--- src/rtl/instr_fetch.sv ---
// instr_fetch: PC / fetch stage in front of the instruction ROM.
// Owns the program counter, registers the ROM word into the instruction
// register (IR) and hands it to decode with a valid/ready handshake. Handles
// the reset vector, branch/JMP redirects, and the ILLOP trap (decode-reported
// illegal opcode or a fetch beyond the ROM).
//
// Optional interrupt vector (XADR): define INSTR_FETCH_IRQ_EN to add the irq
// input and in_isr output.
//
// Ports:
//   clk, rst_n          clock (rising edge), async active-low reset
//   pc                  ROM byte address (word aligned)
//   id                  ROM instruction word for pc (combinational)
//   ir, ir_pc, ir_pc4   registered instruction, its address, address + 4
//   ir_valid, ir_ready  IR handshake with decode
//   redirect, redirect_pc  taken branch/JMP from decode
//   illop_in            decode reports an illegal opcode
//   illop               one-cycle pulse when the ILLOP vector is taken
//   xp                  saved return address for trap/interrupt
//   irq, in_isr         (INSTR_FETCH_IRQ_EN) interrupt request / in handler
module instr_fetch #(
  parameter logic [31:0] RESET_ADDR = 32'd0,
  parameter logic [31:0] ILLOP_ADDR = 32'd4,
  parameter logic [31:0] XADR_ADDR  = 32'd8,
  parameter logic [31:0] ADDR_LIMIT = 32'd512
) (
  input  logic        clk,
  input  logic        rst_n,
  output logic [31:0] pc,
  input  logic [31:0] id,
  output logic [31:0] ir,
  output logic [31:0] ir_pc,
  output logic [31:0] ir_pc4,
  output logic        ir_valid,
  input  logic        ir_ready,
  input  logic        redirect,
  input  logic [31:0] redirect_pc,
  input  logic        illop_in,
  output logic        illop,
`ifdef INSTR_FETCH_IRQ_EN
  input  logic        irq,
  output logic        in_isr,
`endif
  output logic [31:0] xp
);

  localparam int unsigned XLEN = 32;

  // HOLD records that the IR was stalled on the previous edge; the live
  // stall decision always comes from the current ir_valid/ir_ready.
  typedef enum logic [1:0] {
    BOOT = 2'd0,
    RUN  = 2'd1,
    HOLD = 2'd2
  } state_t;

  state_t            state_q, state_d;
  logic [XLEN-1:0]   pc_d, ir_d, ir_pc_d, ir_pc4_d, xp_d;
  logic              ir_valid_d, illop_d;
  logic              live_c, stall_c, fetch_ok_c, oor_c, take_illop_c;
  logic [XLEN-1:0]   target_c;
`ifdef INSTR_FETCH_IRQ_EN
  logic              in_isr_d;
  logic              take_irq_c;
`endif

  // Low address bits of the redirect target are intentionally dropped.
  logic unused_c;
`ifdef INSTR_FETCH_IRQ_EN
  assign unused_c = ^redirect_pc[1:0];
`else
  assign unused_c = ^{redirect_pc[1:0], XADR_ADDR};
`endif

  // Redirect/trap qualification for the current cycle.
  always_comb begin
    live_c       = (state_q != BOOT);
    stall_c      = ir_valid & ~ir_ready;
    fetch_ok_c   = live_c & ~stall_c;
    oor_c        = fetch_ok_c & (pc >= ADDR_LIMIT);
    take_illop_c = live_c & (illop_in | oor_c);
    target_c     = {redirect_pc[XLEN-1:2], 2'b00};
`ifdef INSTR_FETCH_IRQ_EN
    take_irq_c   = live_c & irq & ~in_isr & ir_valid & ir_ready & ~take_illop_c;
`endif
  end

  // Next-state and next-output logic.
  always_comb begin
    state_d    = state_q;
    pc_d       = pc;
    ir_d       = ir;
    ir_pc_d    = ir_pc;
    ir_pc4_d   = ir_pc4;
    ir_valid_d = ir_valid;
    illop_d    = 1'b0;
    xp_d       = xp;
`ifdef INSTR_FETCH_IRQ_EN
    in_isr_d   = in_isr;
`endif

    case (state_q)
      BOOT:    state_d = RUN;
      RUN,
      HOLD:    state_d = stall_c ? HOLD : RUN;
      default: state_d = BOOT;
    endcase

    // Every vector change discards this cycle's id word, leaving one bubble.
    if (take_illop_c) begin
      pc_d       = ILLOP_ADDR;
      xp_d       = illop_in ? ir_pc4 : pc;
      illop_d    = 1'b1;
      ir_valid_d = 1'b0;
    end
`ifdef INSTR_FETCH_IRQ_EN
    else if (take_irq_c) begin
      pc_d       = XADR_ADDR;
      xp_d       = pc;
      in_isr_d   = 1'b1;
      ir_valid_d = 1'b0;
    end
`endif
    else if (live_c && redirect) begin
      pc_d       = target_c;
      ir_valid_d = 1'b0;
`ifdef INSTR_FETCH_IRQ_EN
      // Returning to the saved point ends the interrupt handler.
      if (target_c == xp) begin
        in_isr_d = 1'b0;
      end
`endif
    end else if (fetch_ok_c) begin
      ir_d       = id;
      ir_pc_d    = pc;
      ir_pc4_d   = XLEN'(pc + 32'd4);
      ir_valid_d = 1'b1;
      pc_d       = XLEN'(pc + 32'd4);
    end
  end

  // State and output registers.
  always_ff @(posedge clk or negedge rst_n) begin
    if (!rst_n) begin
      state_q  <= BOOT;
      pc       <= RESET_ADDR;
      ir       <= '0;
      ir_pc    <= '0;
      ir_pc4   <= 32'd4;
      ir_valid <= 1'b0;
      illop    <= 1'b0;
      xp       <= '0;
`ifdef INSTR_FETCH_IRQ_EN
      in_isr   <= 1'b0;
`endif
    end else begin
      state_q  <= state_d;
      pc       <= pc_d;
      ir       <= ir_d;
      ir_pc    <= ir_pc_d;
      ir_pc4   <= ir_pc4_d;
      ir_valid <= ir_valid_d;
      illop    <= illop_d;
      xp       <= xp_d;
`ifdef INSTR_FETCH_IRQ_EN
      in_isr   <= in_isr_d;
`endif
    end
  end

endmodule

--- config.mk ---
export PLATFORM = sky130hd
export DESIGN_NAME = instr_fetch
export DESIGN_NICKNAME = d
export VERILOG_FILES = /design/src/rtl/instr_fetch.sv
export SDC_FILE = /design/constraint.sdc
export NUM_CORES = 1
export LEC_CHECK = 0
export ABC_AREA = 1
export CAP_MARGIN = 20
export CORE_UTILIZATION = 46
export DETAILED_ROUTE_END_ITERATION = 10
export MAX_ROUTING_LAYER = met4
export PLACE_DENSITY = 0.83
export SLEW_MARGIN = 20
export SYNTH_ARGS = -nofsm -noshare
export SYNTH_HDL_FRONTEND = slang
export SYNTH_SLANG_ARGS = --single-unit
export TNS_END_PERCENT = 10
--- constraint.sdc ---
create_clock -name clk -period 3.9 [get_ports clk]
set_input_delay 0.78 -clock clk [delete_from_list [all_inputs] [get_ports clk]]
set_output_delay 0.78 -clock clk [all_outputs]
set_load 0.01 [all_outputs]
==> results.txt, run 1 <==
PwrDens -> 794 mW/mm²
post-synth top area share -> 0.532
CP most frequent cell -> a21oi_1
die area -> 0.0164 mm²
Hold Crit Class -> in2async
Layout Nets -> 1219
r2r setup slk -> 1.51 ns
CP cell instances -> clkdlybuf4s50_1 -> inv_1 -> a21oi_1 -> nand2_1 -> nand2_2 -> buf_4 -> nor2_1 -> a21oi_1
number of clock sinks -> 156
gp weighted congestion -> 0.934
Vias/cell -> 4.93
Switching Share -> 0.409
postcts setup bufs -> 0
FFs w/ async S/R, synth -> 1.00
Most used DFF post-synth -> dfrtp_1
drt drc -> 0
crit path kind -> in2reg
PortBufs -> 220
unrepaired setup endpoints after global routing -> false
LEAKAGE -> 5.09 nW
Critical Path End Type -> register
DP Cell Count -> 1338
Netlist Area Pre-Place -> 0.00730 mm²
leading area contributor after synthesis -> dfrtp_1
Final Non-Filler Cells -> 1371
Die Span Y -> 128 µm
Ys Warns -> 0
Psw -> 0.00332 W
count leader, synth -> nand2_1
FF-to-FF Start -> pc[2]
core footprint -> 0.0153 mm²
post-cts gate resize count -> 0
final wirelength -> 20500 µm
first-pass GRT wire length -> 33100 µm
All-Layer GR Usage -> 0.273
Startpoint Class -> input pin
Max Transition Viols Final -> 0
routed vias -> 6758
Setup Skew -> 0.0106 ns
Die X -> 128 µm
sequential area share after synthesis -> 0.535
Fmax -> 404 MHz
Final setup viols -> 0
synth top area cells -> dfrtp_1, nand2_1, nor2_1, inv_1, a21oi_1
largest net degree at the start of global routing -> 110
Remaining Overflow, GRT -> 0
Top Layer Used -> met4
Unique masters post-synth -> 27
DRT iter0 DRCs -> 490
minimum clock period -> 2.47 ns
max_cap viols -> 0
initial core utilization -> 0.476
Comb pwr share -> 0.462
Final ANT Viol Nets -> 0
Req. time, crit path -> 4.25 ns
Crit-path slowest cell -> clkdlybuf4s50_1
Met1 Wirelength -> 8790 µm
TNS Setup -> 0 ns
Int Pwr -> 0.00480 W
Post-synth top cells -> nand2_1, dfrtp_1, nor2_1
dpl hpwl -> 14400 µm
CP startpoint -> ir_ready
clock slew at reported path FFs -> 0.06 ns
initial antenna violation count -> 1
Area growth syn-to-layout -> 40.1%
Syn Area/Cell -> 7.78 µm²
CTS root buf -> clkbuf_16
routed wl met2 -> 9560 µm
Largest delay share family, worst path -> buffers and inverters
outcome -> completed
register bit count reported by yosys -> 156
Routed wire per std cell -> 15.0 µm
period utilization -> 0.634
routed wl met3 -> 1820 µm
cts bufs inserted -> 17
Clock H-tree levels -> 4
Sequential Power Share -> 0.321
Clk network pwr share -> 0.217
Syn Inst Count -> 938
clk_lat worst skew -> 0.43 ns
Post-synth EDFFs -> 0
Top Ports -> 231
WP buf/inv -> 3
Slew headroom -> 0.320
share of cells above drive strength 1 -> 0.0483
sequential cell area -> 0.00391 mm²
worst stage delay on the critical path -> 0.48 ns
DR pass1 iterations -> 6
area occupied by multi-input gates -> 0.00269 mm²
worst vdd ir -> 635 µV
Final Hold Viols -> 0
crit path DAT -> 2.82 ns
CTS tree -> done
worst-margin pin slew -> 1.02 ns
Fill cells -> 1282
clock buffer depth -> 2
Core Rows -> 45
CTS Hold Bufs -> 0
number of global-route vias before repair -> 6576
Worst Path Max Fanout -> 42
metrics by stage:
stage               total power [W]  hold WS, ns  setup slack (ns)   util  instance area, µm²
floorplan                   0.00485        0.484              2.10      -                7320
global placement            0.00625        0.448              1.05  0.626                9590
detailed placement          0.00637        0.451             0.999  0.626                9590
CTS                         0.00817        0.353              1.44  0.667               10200
global route                0.00870        0.381              1.22  0.667               10200
finish                      0.00812        0.322              1.43  0.667               10200
worst reg2reg max path, stage by stage, from the launching register on:
cell and delay, ns:
dfrtp_1 0.56, ha_1 0.39, nand2_1 0.11, nor2_1 0.34, inv_1 0.16, nor2_1 0.27, nand2_1 0.09, nand2_1 0.08
nand2_1 0.10, nand3_1 0.11, nand2_1 0.05
power groups by stage:
stage	Sequential, W	Combinational [W]	Clock, W
6_report	0.00261	0.00375	0.00176
5_1_grt	0.00267	0.00417	0.00186
4_1_cts	0.00260	0.00378	0.00178
3_5_place_dp	0.00262	0.00375	0
3_3_place_gp	0.00260	0.00365	0
2_1_floorplan	0.00274	0.00211	0
final cells by class:
class / count / share of cell area
diodes: 1 / 0.000245
clock buffers: 21 / 0.0451
clock inverters: 11 / 0.0163
inverters: 121 / 0.0444
multi-input cells: 621 / 0.263
flip-flops and latches: 156 / 0.382
well taps: 211 / 0.0258
repair buffers: 229 / 0.223
per-layer routing:
| layer | vias up | global-route usage |
|---|---|---|
| met3 | 28 | 0.0659 |
| met5 | - | - |
| met1 | 3143 | 0.343 |
| met4 | 0 | 0.0879 |
| li1 | 3284 | - |
| met2 | 303 | 0.436 |
placed cells by master (no fill, tap or decap):
master and instances:
ha_1 4, nand2_1 297, buf_2 1, conb_1 8, buf_4 8, diode_2 1, inv_6 1, o21ai_0 28
clkbuf_16 17, o21ai_2 7, nor2_1 124, bufinv_16 4, clkinvlp_4 3, clkbuf_8 2, buf_6 1, clkinv_1 1
clkbuf_1 2, nand4_4 1, clkinv_2 3, xor2_1 4, mux2i_1 2, clkdlybuf4s50_1 218, o21ai_1 41, a21oi_1 60
dfstp_2 1, buf_12 1, nand2_2 2, nand3_1 36, o31ai_1 1, nand4_1 1, xnor2_1 1, inv_1 120
nor2_4 1, or2_2 3, dfrtp_1 155
state kept, by name, indices dropped and copies added, names as in the netlist:
signal	flops
illop	1
ir	32
ir_pc	30
ir_pc4	30
ir_valid	1
pc	30
state_q	2
xp	30
path summary, 6_finish.rpt:
check / to / cells after the start
min in group clk: ir_pc[18] / 2
worst min-delay path: xp[3] / 1
worst max register to register: pc[17] / 10
worst max-delay path: xp[13] / 8
worst min register to register: ir_pc[18] / 2
max in group asynchronous: pc[29] / 2
logic make-up after synthesis:
family                     after synthesis  share of synthesized area
AOI/OAI and AO/OA                      137                     0.0979
buffers and inverters                  168                      0.101
DFF                                    156                      0.535
muxes                                    2                    0.00274
adders and majority gates                4                    0.00686
other                                    1                   0.000514
xor gates and xnor gates                 5                    0.00600
and+or+nand+nor                        465                      0.250
(Power assumes the default switching activity.)
==> run 2, diff against run 1 <==
==> constraint.sdc (replaced) <==
create_clock -name clk -period 2.3 [get_ports clk]
set_input_delay 0.46 -clock clk [delete_from_list [all_inputs] [get_ports clk]]
set_output_delay 0.46 -clock clk [all_outputs]
set_load 0.01 [all_outputs]
==> results.txt, run 2 (synthesis results as in run 1) <==
gp weighted congestion -> 0.984 (+5.3%)
Setup Skew -> 0.0103 ns (-0.000337 ns)
largest net degree at the start of global routing -> 96 (-13%)
All-Layer GR Usage -> 0.276 (+0.00298)
leading cell type in the layout, fill and taps excluded -> nand2_1
clock buffer depth -> 2 (unchanged)
unrepaired setup endpoints after global routing -> false
most frequent cells in the layout -> nand2_1, clkdlybuf4s50_1, dfrtp_1
CTS Hold Bufs -> 1 (+1)
Max Transition Viols Final -> 0 (unchanged)
DR pass1 iterations -> 7 (+1)
max reg flops -> 32 (unchanged)
Routed wire per std cell -> 14.9 µm (-0.20%)
Largest delay share family, worst path -> buffers and inverters
number of global-route vias before repair -> 6501 (-1.1%)
cts bufs inserted -> 17 (unchanged)
crit path DAT -> 1.57 ns (-1.25 ns)
TNS Setup -> 0 ns (unchanged)
post-cts gate resize count -> 0 (unchanged)
max_cap viols -> 0 (unchanged)
initial antenna violation count -> 0 (-1)
pre-CTS setup slack -> 0.190 ns (-0.809 ns)
DRT iter0 DRCs -> 503 (+2.7%)
Critical Path End Type -> output pin
Req. time, crit path -> 1.84 ns (-2.41 ns)
Worst Path Max Fanout -> 7 (-83%)
outcome -> completed
dpl hpwl -> 15000 µm (+4.0%)
minimum clock period -> 2.03 ns
Hold Crit Class -> reg2reg
Crit-path slowest cell -> clkdlybuf4s50_1
Fill cells -> 1280 (-0.16%)
Die Span Y -> 128 µm (unchanged)
postcts setup bufs -> 0 (unchanged)
sequential cell area -> 0.00391 mm² (unchanged)
crit path kind -> reg2out
final wirelength -> 20600 µm (+0.60%)
Fmax -> 493 MHz
die area -> 0.0164 mm² (unchanged)
Final WS setup -> 0.272 ns (-1.15 ns)
Die X -> 128 µm (unchanged)
# diodes -> 0 (-1)
worst-margin pin slew -> 0.604 ns (-0.416 ns)
Final ANT Viol Nets -> 0 (unchanged)
Final setup viols -> 0 (unchanged)
DP Cell Count -> 1350 (+0.90%)
initial core utilization -> 0.476 (unchanged)
Final Hold Viols -> 0 (unchanged)
WP buf/inv -> 1 (-2)
PortBufs -> 220 (unchanged)
clk_lat worst skew -> 0.43 ns (about the same)
Remaining Overflow, GRT -> 0 (unchanged)
first-pass GRT wire length -> 33500 µm (+1.1%)
routed vias -> 6742 (-0.24%)
Reg with most FFs -> ir
drt drc -> 0 (unchanged)
Slew headroom -> 0.596 (+0.276)
LEAKAGE -> 5.18 nW (+1.9%)
CTS root buf -> clkbuf_16
Top Ports -> 231 (unchanged)
Vias/cell -> 4.88 (-1.0%)
Startpoint Class -> register
core footprint -> 0.0153 mm² (unchanged)
Area growth syn-to-layout -> 42.4%
share of cells above drive strength 1 -> 0.0581 (+0.00975)
CTS tree -> done
clock slew at reported path FFs -> 0.06 ns (about the same)
number of clock sinks -> 156 (unchanged)
CP cell instances -> clkdlybuf4s50_1
period utilization -> 0.882
worst vdd ir -> 930 µV (+47%)
Core Rows -> 45 (unchanged)
Clock H-tree levels -> 4 (unchanged)
area occupied by multi-input gates -> 0.00269 mm² (unchanged)
worst stage delay on the critical path -> 0.63 ns (+0.15 ns)
Layout Nets -> 1232 (+1.1%)
Final Non-Filler Cells -> 1382 (+0.80%)
PwrDens -> 1360 mW/mm² (+72%)
run 2: changes by cell type in the layout (fill, tap and decap cells not counted), moves of 2 or more:
cell and delta:
clkinv_4 +2, buf_4 +9, clkinv_2 -2, buf_12 +3
run 2: layout make-up:
| class | instances | share of cell area |
|---|---|---|
| clock inverters | 10 | 0.0181 |
| well taps | 211 | 0.0254 |
| multi-input cells | 621 | 0.259 |
| repair buffers | 242 | 0.233 |
| flip-flops and latches | 156 | 0.376 |
| inverters | 121 | 0.0437 |
| clock buffers | 21 | 0.0453 |
run 2: power breakdown:
part	switching [W]	internal, W
clock network	0.00112	0.00201
logic	0.00385	0.00282
registers	0.000710	0.00365
total	0.00568	0.00848
run 2: path summary, 6_finish.rpt:
path | from | end | slack (ns) | depth (start not counted)
hold / removal | ir_pc[27] | ir_pc[27] | 0.47 | 2
max in group asynchronous | rst_n | ir_valid | 1.13 | 3
hold reg to reg | ir_pc[27] | ir_pc[27] | 0.47 | 2
min in group asynchronous | rst_n | xp[8] | 0.49 | 2
setup / recovery | pc[27] | pc[27] | 0.27 | 1
setup reg to reg | pc[19] | pc[17] | 0.31 | 9
run 2: stage by stage:
step	util	total power, W	instance area [µm²]	hold WS (ns)
2_1_floorplan	-	0.00822	7320	0.164
3_3_place_gp	0.635	0.0108	9720	0.371
3_5_place_dp	0.635	0.0110	9720	0.374
4_1_cts	0.678	0.0142	10400	0.473
5_1_grt	0.678	0.0151	10400	0.481
6_report	0.678	0.0142	10400	0.471
run 2: per-layer routing:
layer,up-vias,share of wire,global-route usage
met5,-,0,-
li1,3305,-,-
met1,3153,0.44,0.360
met3,33,0.073,0.0639
met2,251,0.47,0.426
met4,0,0.019,0.0913
==> run 3, diff against run 2 <==
--- a/config.mk
+++ b/config.mk
@@ -6,7 +6,6 @@
 export NUM_CORES = 1
 export LEC_CHECK = 0
 export ABC_AREA = 1
-export CAP_MARGIN = 20
 export CORE_UTILIZATION = 46
 export DETAILED_ROUTE_END_ITERATION = 10
 export MAX_ROUTING_LAYER = met4
==> results of run 3 <==
Final layout, timing and power as in run 2 (identical DEF).
